==> src/rtl/div_recombiner.sv <==
// Sequential shift-add reconstruction of a dividend: a = q*b + r.
// One partial product per cycle, fixed 5-cycle run, one-cycle ready pulse.
module div_recombiner (
    input  logic       clk,
    input  logic       rst,
    input  logic       start,
    input  logic [4:0] q,
    input  logic [4:0] b,
    input  logic [4:0] r,
    output logic       busy,
    output logic       ready,
    output logic [9:0] a
);

    typedef enum logic [1:0] {StIdle, StRun, StDone} state_e;

    state_e     state_q, state_d;
    logic [9:0] acc_q, acc_d;
    logic [9:0] mcand_q, mcand_d;
    logic [4:0] mplier_q, mplier_d;
    logic [2:0] cnt_q, cnt_d;
    logic [9:0] a_q, a_d;
    logic [9:0] acc_sum;

    // Max result is 31*31+31 = 992, so the 10-bit sum never wraps.
    assign acc_sum = acc_q + (mplier_q[0] ? mcand_q : 10'd0);

    always_comb begin
        state_d  = state_q;
        acc_d    = acc_q;
        mcand_d  = mcand_q;
        mplier_d = mplier_q;
        cnt_d    = cnt_q;
        a_d      = a_q;
        unique case (state_q)
            StIdle: begin
                if (start) begin
                    acc_d    = {5'b0, r};
                    mcand_d  = {5'b0, b};
                    mplier_d = q;
                    cnt_d    = 3'd0;
                    state_d  = StRun;
                end
            end
            StRun: begin
                acc_d    = acc_sum;
                mcand_d  = {mcand_q[8:0], 1'b0};
                mplier_d = {1'b0, mplier_q[4:1]};
                cnt_d    = cnt_q + 3'd1;
                if (cnt_q == 3'd4) begin
                    a_d     = acc_sum;
                    state_d = StDone;
                end
            end
            StDone: begin
                state_d = StIdle;
            end
            default: begin
                state_d = StIdle;
            end
        endcase
    end

    always_ff @(posedge clk) begin
        if (rst) begin
            state_q  <= StIdle;
            acc_q    <= 10'd0;
            mcand_q  <= 10'd0;
            mplier_q <= 5'd0;
            cnt_q    <= 3'd0;
            a_q      <= 10'd0;
        end else begin
            state_q  <= state_d;
            acc_q    <= acc_d;
            mcand_q  <= mcand_d;
            mplier_q <= mplier_d;
            cnt_q    <= cnt_d;
            a_q      <= a_d;
        end
    end

    assign busy  = (state_q == StRun);
    assign ready = (state_q == StDone);
    assign a     = a_q;

endmodule

==> config.mk <==
export PLATFORM = sky130hd
export DESIGN_NAME = div_recombiner
export DESIGN_NICKNAME = d
export VERILOG_FILES = /design/src/rtl/div_recombiner.sv
export SDC_FILE = /design/constraint.sdc
export NUM_CORES = 1
export LEC_CHECK = 0
export CAP_MARGIN = 15
export CORE_ASPECT_RATIO = 1.2
export CORE_MARGIN = 2
export CORE_UTILIZATION = 45
export DETAILED_ROUTE_END_ITERATION = 8
export GPL_ROUTABILITY_DRIVEN = 1
export GPL_TIMING_DRIVEN = 0
export MAX_ROUTING_LAYER = met4
export PLACE_DENSITY = 0.64
export SETUP_SLACK_MARGIN = 0.02
export SYNTH_ARGS = -nofsm -noshare
export SYNTH_HDL_FRONTEND = slang
export SYNTH_SLANG_ARGS = --single-unit
==> constraint.sdc <==
create_clock -name clk -period 2.7 [get_ports clk]
set_input_delay 0.27 -clock clk [delete_from_list [all_inputs] [get_ports clk]]
set_output_delay 0.27 -clock clk [all_outputs]
set_load 0.01 [all_outputs]
# [Yosys cells after proc, flatten, opt, wreduce, memory -nomap -nowiden]
# Index checks and enable logic that the tools add are counted.
# W data, S select, Z words.
[classes] n_div=0 n_lt_le_gt_ge=0 n_eq_ne=5 bitwise=0 shift=0 reduce_logical=5 multipliers=0 add_sub_neg=2 mux=12
[op_table] op="$pmux W10 S2" count=2
[op_table] op="$mux W10" count=3
[op_table] op="$add A10 B10 Y10" count=1
[op_table] op="$pmux W5 S2" count=1
[op_table] op="$pmux W3 S2" count=1
[op_table] op="$reduce_and A2 Y1" count=3
[op_table] op="$mux W5" count=1
[op_table] op="$mux W2" count=2
[op_table] op="$pmux W2 S2" count=1
[op_table] op="$add A3 B1 Y3 const B" count=1
[op_table] op="$eq A3 B3 Y1 const B" count=1
[op_table] op="$mux W3" count=1
[op_table] op="$eq A2 B1 Y1 const B" count=1
[op_table] op="$eq A2 B2 Y1 const B" count=1
[op_table] op="$logic_not A2 Y1" count=1
[op_table] op="$ne A2 B1 Y1 const B" count=1
[op_table] op="$ne A2 B2 Y1 const B" count=1
[op_table] op="$reduce_bool A2 Y1" count=1
[word_totals] latchBits=0 reg_bits=40 out_inout_bits=12 ram_bits=0 wordCells=30 memories=0 mem_bits_ro=0 input_bits=18

# [Longest topological paths before layout]
# Gate-level depths: netlist of the first run.
[logic_depth] ltp_word=3 mapped_depth=10

# [Least setup slack after synthesis of the first run]
# No wires, ideal clock.
[synth_path] path_type="flip-flop to flip-flop" start="reg mplier_q[0]" end="reg a_q[6] (netlist: a[6])" setup_ns=0.062 arrival_ns=2.200 synth_period_minus_slack_ns=2.262 stages_incl_launch_ff=11 path_slack_ns=0.438 path_cell_list="dfxtp_1 > clkbuf_1 > and2_1 > ha_1 > inv_1 > fa_1 > nand2b_1 > a21oi_1 > a31oi_1 > or4_1 > nand3_1"
[synth_via] elab_chain_cells=2
[synth_lines] item="from (decl)" line_no="20" text="logic [4:0] mplier_q, mplier_d;"
[synth_lines] item="from (signal assigned)" line_no="76" text="mplier_q <= mplier_d;"
[synth_lines] item="$mux W10" line_no="26" text="assign acc_sum = acc_q + (mplier_q[0] ? mcand_q : 10'd0);"
[synth_lines] item="$add A10 B10 Y10" line_no="26"
[synth_lines] item="to (signal assigned)" line_no="71" text="a_q <= 10'd0;"
[synth_lines] item="to (signal assigned)" line_no="78" text="a_q <= a_d;"
[synth_lines] item="to (decl)" line_no="22" text="logic [9:0] a_q, a_d;"
# No other way between the ends.
# A chain may end at the register's enable or synchronous reset.

# [Worst setup path in the final report of the first run]
# Ends and elaborated chain as after synthesis.

==> flow_summary.json, run 1 <==
{
  "seqPwrFrac": 0.544,
  "p_leak_nw": 1.04,
  "drt_iter0_markers": 83,
  "outcome": "finished clean",
  "path_clk_slew_ns": 0.08,
  "antenna_cells": 0,
  "critPathArrivalTime_ns": 2.74,
  "power_density_nw_per_um2": 457,
  "synth_nets": 274,
  "dp_hpwl_um": 3610,
  "fin_area_sq_um": 2540,
  "switchingPower_w": 0.000303,
  "cts_setup_buffers": 0,
  "synthArstFlopShare": 0,
  "ys.warnings.count": 0,
  "comb_power_share": 0.128,
  "mostFrequentLayoutCells": "dfxtp_1 (39), clkdlybuf4s50_1 (28), nand2_1 (24)",
  "globalplace.congestion": 0.863,
  "yosysTopAreaCellShare": 0.379,
  "multi_input_area_sq_um": 1200,
  "grt_overflow": 0,
  "clock_skew_ns": 0.0113,
  "finalCritPeriodShare": 0.925,
  "layout_min_cycle_time_ns": 2.50,
  "die_y_um": 79.1,
  "clkPwrFrac": 0.327,
  "grt_pass1_wl_um": 8090,
  "worst_setup_path_start_kind": "register",
  "postRouteAntennaNets": 0,
  "coreArea_sq_um": 4560,
  "setup_tns_ns": 0,
  "grt_pass1_vias": 1694,
  "nets": 308,
  "maxCapViolCount": 0,
  "max_freq_mhz": 400,
  "die-width_um": 66.6,
  "slew_viol_final": 0,
  "path_max_fanout": 11,
  "final_common_cell": "dfxtp_1",
  "syn_inst": 244,
  "yosysUniqueCellTypes": 48,
  "fillers": 434,
  "setup_violations": 0,
  "yosysSeqAreaShare": 0.379,
  "grt_max_degree": 12,
  "wl_um": 4900,
  "place_inst": 330,
  "port_buffers": 28,
  "drive_gt1_frac": 0.0719,
  "synthTopCellsByArea": "dfxtp_1 (38%), ha_1 (6.5%), a21oi_1 (4.3%)",
  "cts_buffers": 5,
  "drt_pass1_iterations": 4,
  "htreeDepth": 2,
  "peakVddDrop_uv": 388,
  "rsz0062_at_grt": "no",
  "cts_buffer_depth": 2,
  "hold_viol": 0,
  "routed_via_density": 5.47,
  "rows": 27,
  "synth_seq_cells": 40,
  "p_int_w": 0.000859,
  "worstSetupPathType": "reg2reg",
  "syn_area_sq_um": 2110,
  "swShare": 0.261,
  "post-synth-top-area-cell": "dfxtp_1",
  "clk_latency_ns": 0.29,
  "fin_util": 0.557,
  "cts_sinks": 40,
  "seq_area_sq_um": 802,
  "dieArea_sq_um": 5260,
  "whs_ns": 0.453,
  "instances_no_fill": 336,
  "io_pins": 30,
  "max-slew-margin-rel": 0.653,
  "synth_area_per_cell_sq_um": 8.66,
  "cp-end-kind": "register",
  "area_growth_pct": 20.2,
  "grtUsageTotal": 0.211,
  "initial_core_util": 0.463,
  "worst_slew_pin_slew_ns": 0.521,
  "place_area_sq_um": 2470,
  "cp_data_required_time_ns": 2.94,
  "drc": 0,
  "synth_edf_count": 0,
  "vias": 1837,
  "wl_per_cell_um": 14.6,
  "synth_flop_cell": "dfxtp_1",
  "cts_tree": "built",
  "cts_root_buf": "clkbuf_8",
  "antenna_found_initial": 0,
  "hold_path_class": "reg2reg"
}
-- cells by family after synthesis --
logic type	after synthesis	share of synthesized area
AND/OR/NAND/NOR	82	0.205
XOR/XNOR	7	0.0290
multiplexers	6	0.0290
adder cells (fa/ha/maj)	12	0.0746
flip-flops	40	0.379
AO/OA/AOI/OAI	73	0.230
buffers and inverters	24	0.0533
-- power by group through the flow --
stage / Combinational (W) / Clock, W / Sequential (W)
after floorplan: 0.000101 / 0 / 0.000637
after global placement: 0.000153 / 0 / 0.000642
after detailed placement: 0.000154 / 0 / 0.000643
after CTS: 0.000151 / 0.000391 / 0.000632
after global routing: 0.000167 / 0.000424 / 0.000637
final: 0.000149 / 0.000380 / 0.000632
-- flip-flops by register name (all words and copies together), names as in the netlist --
register and count:
mcand_q 10, state_q 2, acc_q 10, mplier_q 5, cnt_q 3, a 10
-- worst max-delay path: stages (launching register included) --
cell      delay, ns
dfxtp_2        0.44
and2_1         0.17
ha_1           0.16
inv_1          0.05
fa_1           0.41
nand2b_1       0.17
a21oi_1        0.32
a31oi_1        0.22
or4_1          0.43
nand3_1        0.08
-- synth_stat cells (all sizes together), types with 3 or more instances --
master  instances
mux2i           5
o21ai          17
o22ai           7
nor2           21
nand3           4
dfxtp          40
nor2b           6
xor2            4
clkbuf         11
or3             3
xnor2           3
nand2          24
ha             11
buf             5
a211oi          4
a21oi          19
and2            9
a22o            9
inv             6
a21o            6
nand2b          3
-- timing repair --
item / in CTS / in global routing
endpoints found under the hold margin: 0 / 0
hold buffers: 0 / 0
resized for setup: 0 / 1
setup endpoints to repair: 3 / 4
-- metal layers --
layer  vias up  global-route usage  share of wire
li1        942                   -              -
met3         4              0.0482          0.028
met1       862               0.270           0.48
met4         0              0.0490         0.0074
met5         -                   -              0
met2        29               0.340           0.49
-- path summary, 6_finish.rpt --
path,start,to,slack [ns],cells after the start
max,mplier_q[0],a[6],0.20,9
min,mplier_q[3],mplier_q[3],0.45,2
max reg2reg,mplier_q[0],a[6],0.20,9
min reg2reg,mplier_q[3],mplier_q[3],0.45,2
-- area by class of cell --
cell class	count	share of cell area
Multi-Input combinational cell	180	0.472
Sequential cell	40	0.316
Timing Repair Buffer	28	0.110
Buffer	15	0.0305
Clock buffer	6	0.0286
Tap cell	58	0.0286
Inverter	8	0.0123
Clock inverter	1	0.00197
-- stage by stage --
step	setup WS [ns]	total power (W)
after global placement	-0.0159	0.000795
final	0.203	0.00116
after global routing	0.0771	0.00123
after detailed placement	-0.0690	0.000797
after floorplan	0.438	0.000738
after CTS	0.0838	0.00117
Note: power is estimated with default switching activity, not from simulation.
==> inputs of run 2 (changes only) <==
--- a/config.mk
+++ b/config.mk
@@ -7,7 +7,6 @@
 export LEC_CHECK = 0
 export CAP_MARGIN = 15
 export CORE_ASPECT_RATIO = 1.2
-export CORE_MARGIN = 2
 export CORE_UTILIZATION = 45
 export DETAILED_ROUTE_END_ITERATION = 8
 export GPL_ROUTABILITY_DRIVEN = 1
==> run 2 against run 1 <==
  * Power is 0.21% higher
  * Global-route usage is 1.6 points higher
  * Sequential share of layout area hardly changed
  * First-iteration DRC count is 6.0% higher
  * Final area hardly changed
  * Non-clock buffer count stayed put
  * Critical path depth stayed put
  * Via count is 1.6% lower
  * Register-to-register slack better by 0.10 ns
  * Clock skew is 0.0042 ns lower
  * Wire length is 2.3% higher
  * Sequential power hardly changed
==> flow_summary.json, run 2 (synthesis results as in run 1) <==
{
  "hold_path_class": "reg2reg",
  "final_common_cell": "dfxtp_1",
  "path_max_fanout": 11,
  "grt_overflow": 0,
  "htreeDepth": 2,
  "min_from": "a[0]",
  "fin_ws_ns": 0.304,
  "cts_buffers": 5,
  "grtUsageTotal": 0.227,
  "path_clk_slew_ns": 0.08,
  "clk_latency_ns": 0.29,
  "wl_per_cell_um": 15.0,
  "coreArea_sq_um": 4390,
  "finalCritPeriodShare": 0.887,
  "hold_viol": 0,
  "whs_path_depth": 2,
  "drc": 0,
  "area_growth_pct": 20.1,
  "rows": 26,
  "dp_hpwl_um": 3670,
  "drive_gt1_frac": 0.0719,
  "max_freq_mhz": 417,
  "drt_pass1_iterations": 4,
  "antenna_found_initial": 0,
  "io_pins": 30,
  "outcome": "finished clean",
  "initial_core_util": 0.481,
  "port_buffers": 28,
  "startpoint": "mplier_q[0]",
  "power_density_nw_per_um2": 459,
  "die_y_um": 77.1,
  "dp_slack_ns": 0.0597,
  "cts_sinks": 40,
  "die-width_um": 64.6,
  "worstSetupPathType": "reg2reg",
  "grt_max_degree": 12,
  "max-slew-margin-rel": 0.655,
  "p_leak_nw": 1.04,
  "cts_root_buf": "clkbuf_8",
  "worst_setup_path_start_kind": "register",
  "dieArea_sq_um": 4980,
  "reg2reg_from": "mplier_q[0]",
  "layout_min_cycle_time_ns": 2.40,
  "globalplace.congestion": 0.838,
  "regToRegSetupSlack_ns": 0.30,
  "cp_data_required_time_ns": 2.93,
  "slew_viol_final": 0,
  "reg2reg_depth": 9,
  "postRouteAntennaNets": 0,
  "wl_um": 5010,
  "min_to": "a[0]",
  "routed_via_density": 5.41,
  "drt_iter0_markers": 88,
  "mostFrequentLayoutCells": "dfxtp_1 (39), clkdlybuf4s50_1 (28), nand2_1 (24)",
  "rsz0062_at_grt": "no",
  "maxCapViolCount": 0,
  "cts_setup_buffers": 0,
  "cts_buffer_depth": 2,
  "setup_violations": 0,
  "cts_tree": "built",
  "fillers": 426,
  "grt_pass1_vias": 1703,
  "worst_slew_pin_slew_ns": 0.517,
  "cp-end-kind": "register",
  "grt_pass1_wl_um": 8310,
  "critPathArrivalTime_ns": 2.63,
  "peakVddDrop_uv": 266,
  "antenna_cells": 0,
  "r2r_end": "a[6]",
  "nets": 308,
  "vias": 1807,
  "setup_tns_ns": 0,
  "clock_skew_ns": 0.00711,
  "ctsHoldBuffers": 0
}
-- run 2: cell counts in the layout (fill, tap and decap cells not counted) --
No cell type changed its count.
-- run 2: per-layer routing --
layer  routed length, um  vias up  global-route usage
li1                    -      936                   -
met1                2380      826               0.273
met2                2390       41               0.372
met3                 171        4              0.0476
met4                  65        0              0.0800
met5                   0        -                   -
-- run 2: worst max-delay path by stage --
stage                    end  slack, ns  depth (start not counted)
floorplan               a[6]       0.44                         10
global placement        a[6]       0.04                         10
detailed placement      a[6]       0.06                         10
CTS                     a[6]       0.03                         10
global route        acc_q[4]       0.09                          9
finish                  a[6]       0.30                          9
-- run 2: layout make-up --
type / count / area (sq um) / share of cell area
Multi-Input combinational cell: 180 / 1200 / 0.473
Sequential cell: 40 / 802 / 0.316
Timing Repair Buffer: 28 / 280 / 0.110
Buffer: 15 / 77.6 / 0.0306
Clock buffer: 6 / 72.6 / 0.0286
Tap cell: 56 / 70.1 / 0.0276
Inverter: 8 / 31.3 / 0.0123
Clock inverter: 1 / 5.00 / 0.00197
-- run 2: per-stage QoR --
stage	cells	hold slack, ns	instance area (sq um)	util	power, W
4_1_cts	335	0.459	2540	0.579	0.00118
2_1_floorplan	244	0.425	2110	-	0.000738
3_3_place_gp	328	0.438	2460	0.561	0.000794
3_5_place_dp	328	0.449	2460	0.561	0.000795
5_1_grt	334	0.489	2540	0.578	0.00122
6_report	334	0.456	2540	0.578	0.00116
-- run 2: worst max-delay path, cell delays in order (launching register included) --
cell	delay, ns
dfxtp_2	0.45
and2_1	0.18
ha_1	0.17
inv_1	0.06
fa_1	0.39
nand2b_1	0.16
a21oi_1	0.25
a31oi_1	0.18
or4_1	0.42
nand3_1	0.07
-- run 2: power breakdown --
group          switching, W  internal [W]  total (W)
clock network      0.000207      0.000176   0.000383
registers         0.0000188      0.000613   0.000632
logic             0.0000800     0.0000700   0.000150
total              0.000306      0.000859    0.00116
-- run 2: what timing repair did --
item,4_1_cts,5_1_grt
setup endpoints to repair,0,5
endpoints found under the hold margin,0,0
gates resized for setup,0,1
==> RTL change, RTL diff (flow settings as in run 2) <==
Encoding of `state_e`: now one-hot (3 bits for 3 states).
--- a/src/rtl/div_recombiner.sv
+++ b/src/rtl/div_recombiner.sv
@@ -12,7 +12,7 @@
     output logic [9:0] a
 );
 
-    typedef enum logic [1:0] {StIdle, StRun, StDone} state_e;
+    typedef enum logic [2:0] {StIdle = 3'b001, StRun = 3'b010, StDone = 3'b100} state_e;
 
     state_e     state_q, state_d;
     logic [9:0] acc_q, acc_d;
Behaviour: same outputs for any inputs over 10 cycles, from zero or initial values and one cycle with rst high; not proved beyond that.
==> RTL change against run 2 <==
  * Total power rose by 3.2%
  * Routed wire length up 5.6%
  * Non-clock buffer count unchanged
  * Worst setup slack got worse by 0.11 ns
  * Clock skew decreased by 0.0052 ns
  * Area after synthesis rose by 0.89%
  * Combinational power is 5% lower
  * Global-route usage is 0.97 points higher
  * Highest routed layer unchanged
  * Sequential cell count increased by 1
  * Design area rose by 1.7%
  * Core utilization shrank 1.2 points
==> RTL change: results (changes against run 2) <==
[pwr]
p_int_uw = 890  ; +3.6%
swShare_pct = 25.9  ; -0.32 points
clockPowerShare_pct = 34.8  ; +1.9 points
leakage_uw = 0.000982  ; -5.4%
pg_comb_uw = 143  ; -5%
ir_worst_vdd_uv = 324  ; +22%

[layout]
sh_seq_area_pct = 31.8  ; +0.21 points
drive_gt1_share_pct = 4.93  ; -2.3 points
non_clock_inverter_count = 6  ; -2
multi_input_area_sq_mm = 0.00122  ; +1.5%
fillers = 444  ; +4.2%
post-route-util_pct = 56.6  ; -1.2 points
design.seq.count = 41  ; +2.5%
final-clk-cell-share_pct = 3.49  ; +0.43 points
clock_buffers = 6  ; unchanged
signal_buffers = 43  ; unchanged
fin_nets = 314  ; +1.9%
buffer_area_share_pct = 13.7  ; -0.43 points
antenna_cells = 0  ; unchanged
multi_input_cells = 187  ; +3.9%

[worst_setup_path]
slowest_stage = dfxtp_1
cp-startpoint = mplier_q[0]$_SDFFE_PP0P_
critical_path_arrival_ns = 2.69  ; +0.06 ns
cpPeakStageDelay_ns = 0.49  ; +0.04 ns
crit_fanout = 11  ; unchanged

[run_status]
outcome = finished, final reports clean

[hold_path]
hp-class = reg2reg
hold_start = a[5]$_SDFFE_PP0P_

[yosys]
syn_nets = 279  ; +1.8%
yosys-top-cells-area = dfxtp_1 (38%), ha_1 (6.5%), nor2_1 (5.6%)
synth_commonest_cells = dfxtp_1 (41), nor2_1 (32), nand2_1 (22)
synth_edf_count = 0  ; unchanged
synthCells = 249  ; +2.0%
ys_types = 50  ; +4.2%
seq_area_frac_synth_pct = 38.5  ; +0.61 points

[global_route]
first_global_vias = 1749  ; +2.7%
track_usage_pct = 23.7  ; +0.97 points
grt_max_degree = 13  ; +1
grt_pass1_wl_mm = 8.69  ; +4.7%

[placed_design]
hpwl_mm = 3.85  ; +4.8%
placed_cells = 336  ; +2.4%
pre_cts_ws_ns = 0.114  ; +0.0541 ns
gp_congestion = 0.858  ; +2.3%
post_dp_cell_area_sq_mm = 0.00249  ; +1.3%
io_buffers = 29  ; +3.6%

[clock_network]
htreeDepth = 2  ; unchanged

[sta]
fin_skew_ns = 0.00194  ; -0.00517 ns
worstMarginPinSlew_ns = 0.763  ; +0.246 ns

[drt]
vias = 1928  ; +6.7%
vias_per_cell = 5.64  ; +4.2%
drtIter0Drc = 188  ; +110%
post_drt_wl_per_cell_um = 15.5  ; +3.1%

[die]
die_w_um = 64.8  ; +0.43%

-- RTL change: final timing paths --
kind,to,slack (ns)
hold / removal,a[5]$_SDFFE_PP0P_,0.46
setup reg to reg,acc_q[8]$_SDFFE_PP0P_,0.19
hold reg to reg,a[5]$_SDFFE_PP0P_,0.46
setup / recovery,acc_q[8]$_SDFFE_PP0P_,0.19
-- RTL change: cells by family (layout without fill, tap and decap cells) --
group | after synthesis | count (layout) | share of synthesized area [%]
muxes | 3 | 3 | 1.41
xor gates and xnor gates | 4 | 4 | 1.64
DFF | 41 | 41 | 38.5
and+or+nand+nor | 106 | 106 | 25.7
adders and majority gates | 12 | 12 | 7.39
AOI/OAI and AO/OA | 62 | 62 | 21.0
buffers and inverters | 21 | 56 | 4.40
-- RTL change: layer usage --
layer	GRT usage (%)	vias to the layer above	share of wire [%]
met3	4.41	9	5.4
met2	36.6	46	47
met5	-	-	0
met4	7.33	0	1.6
met1	31.1	892	46
li1	-	981	-
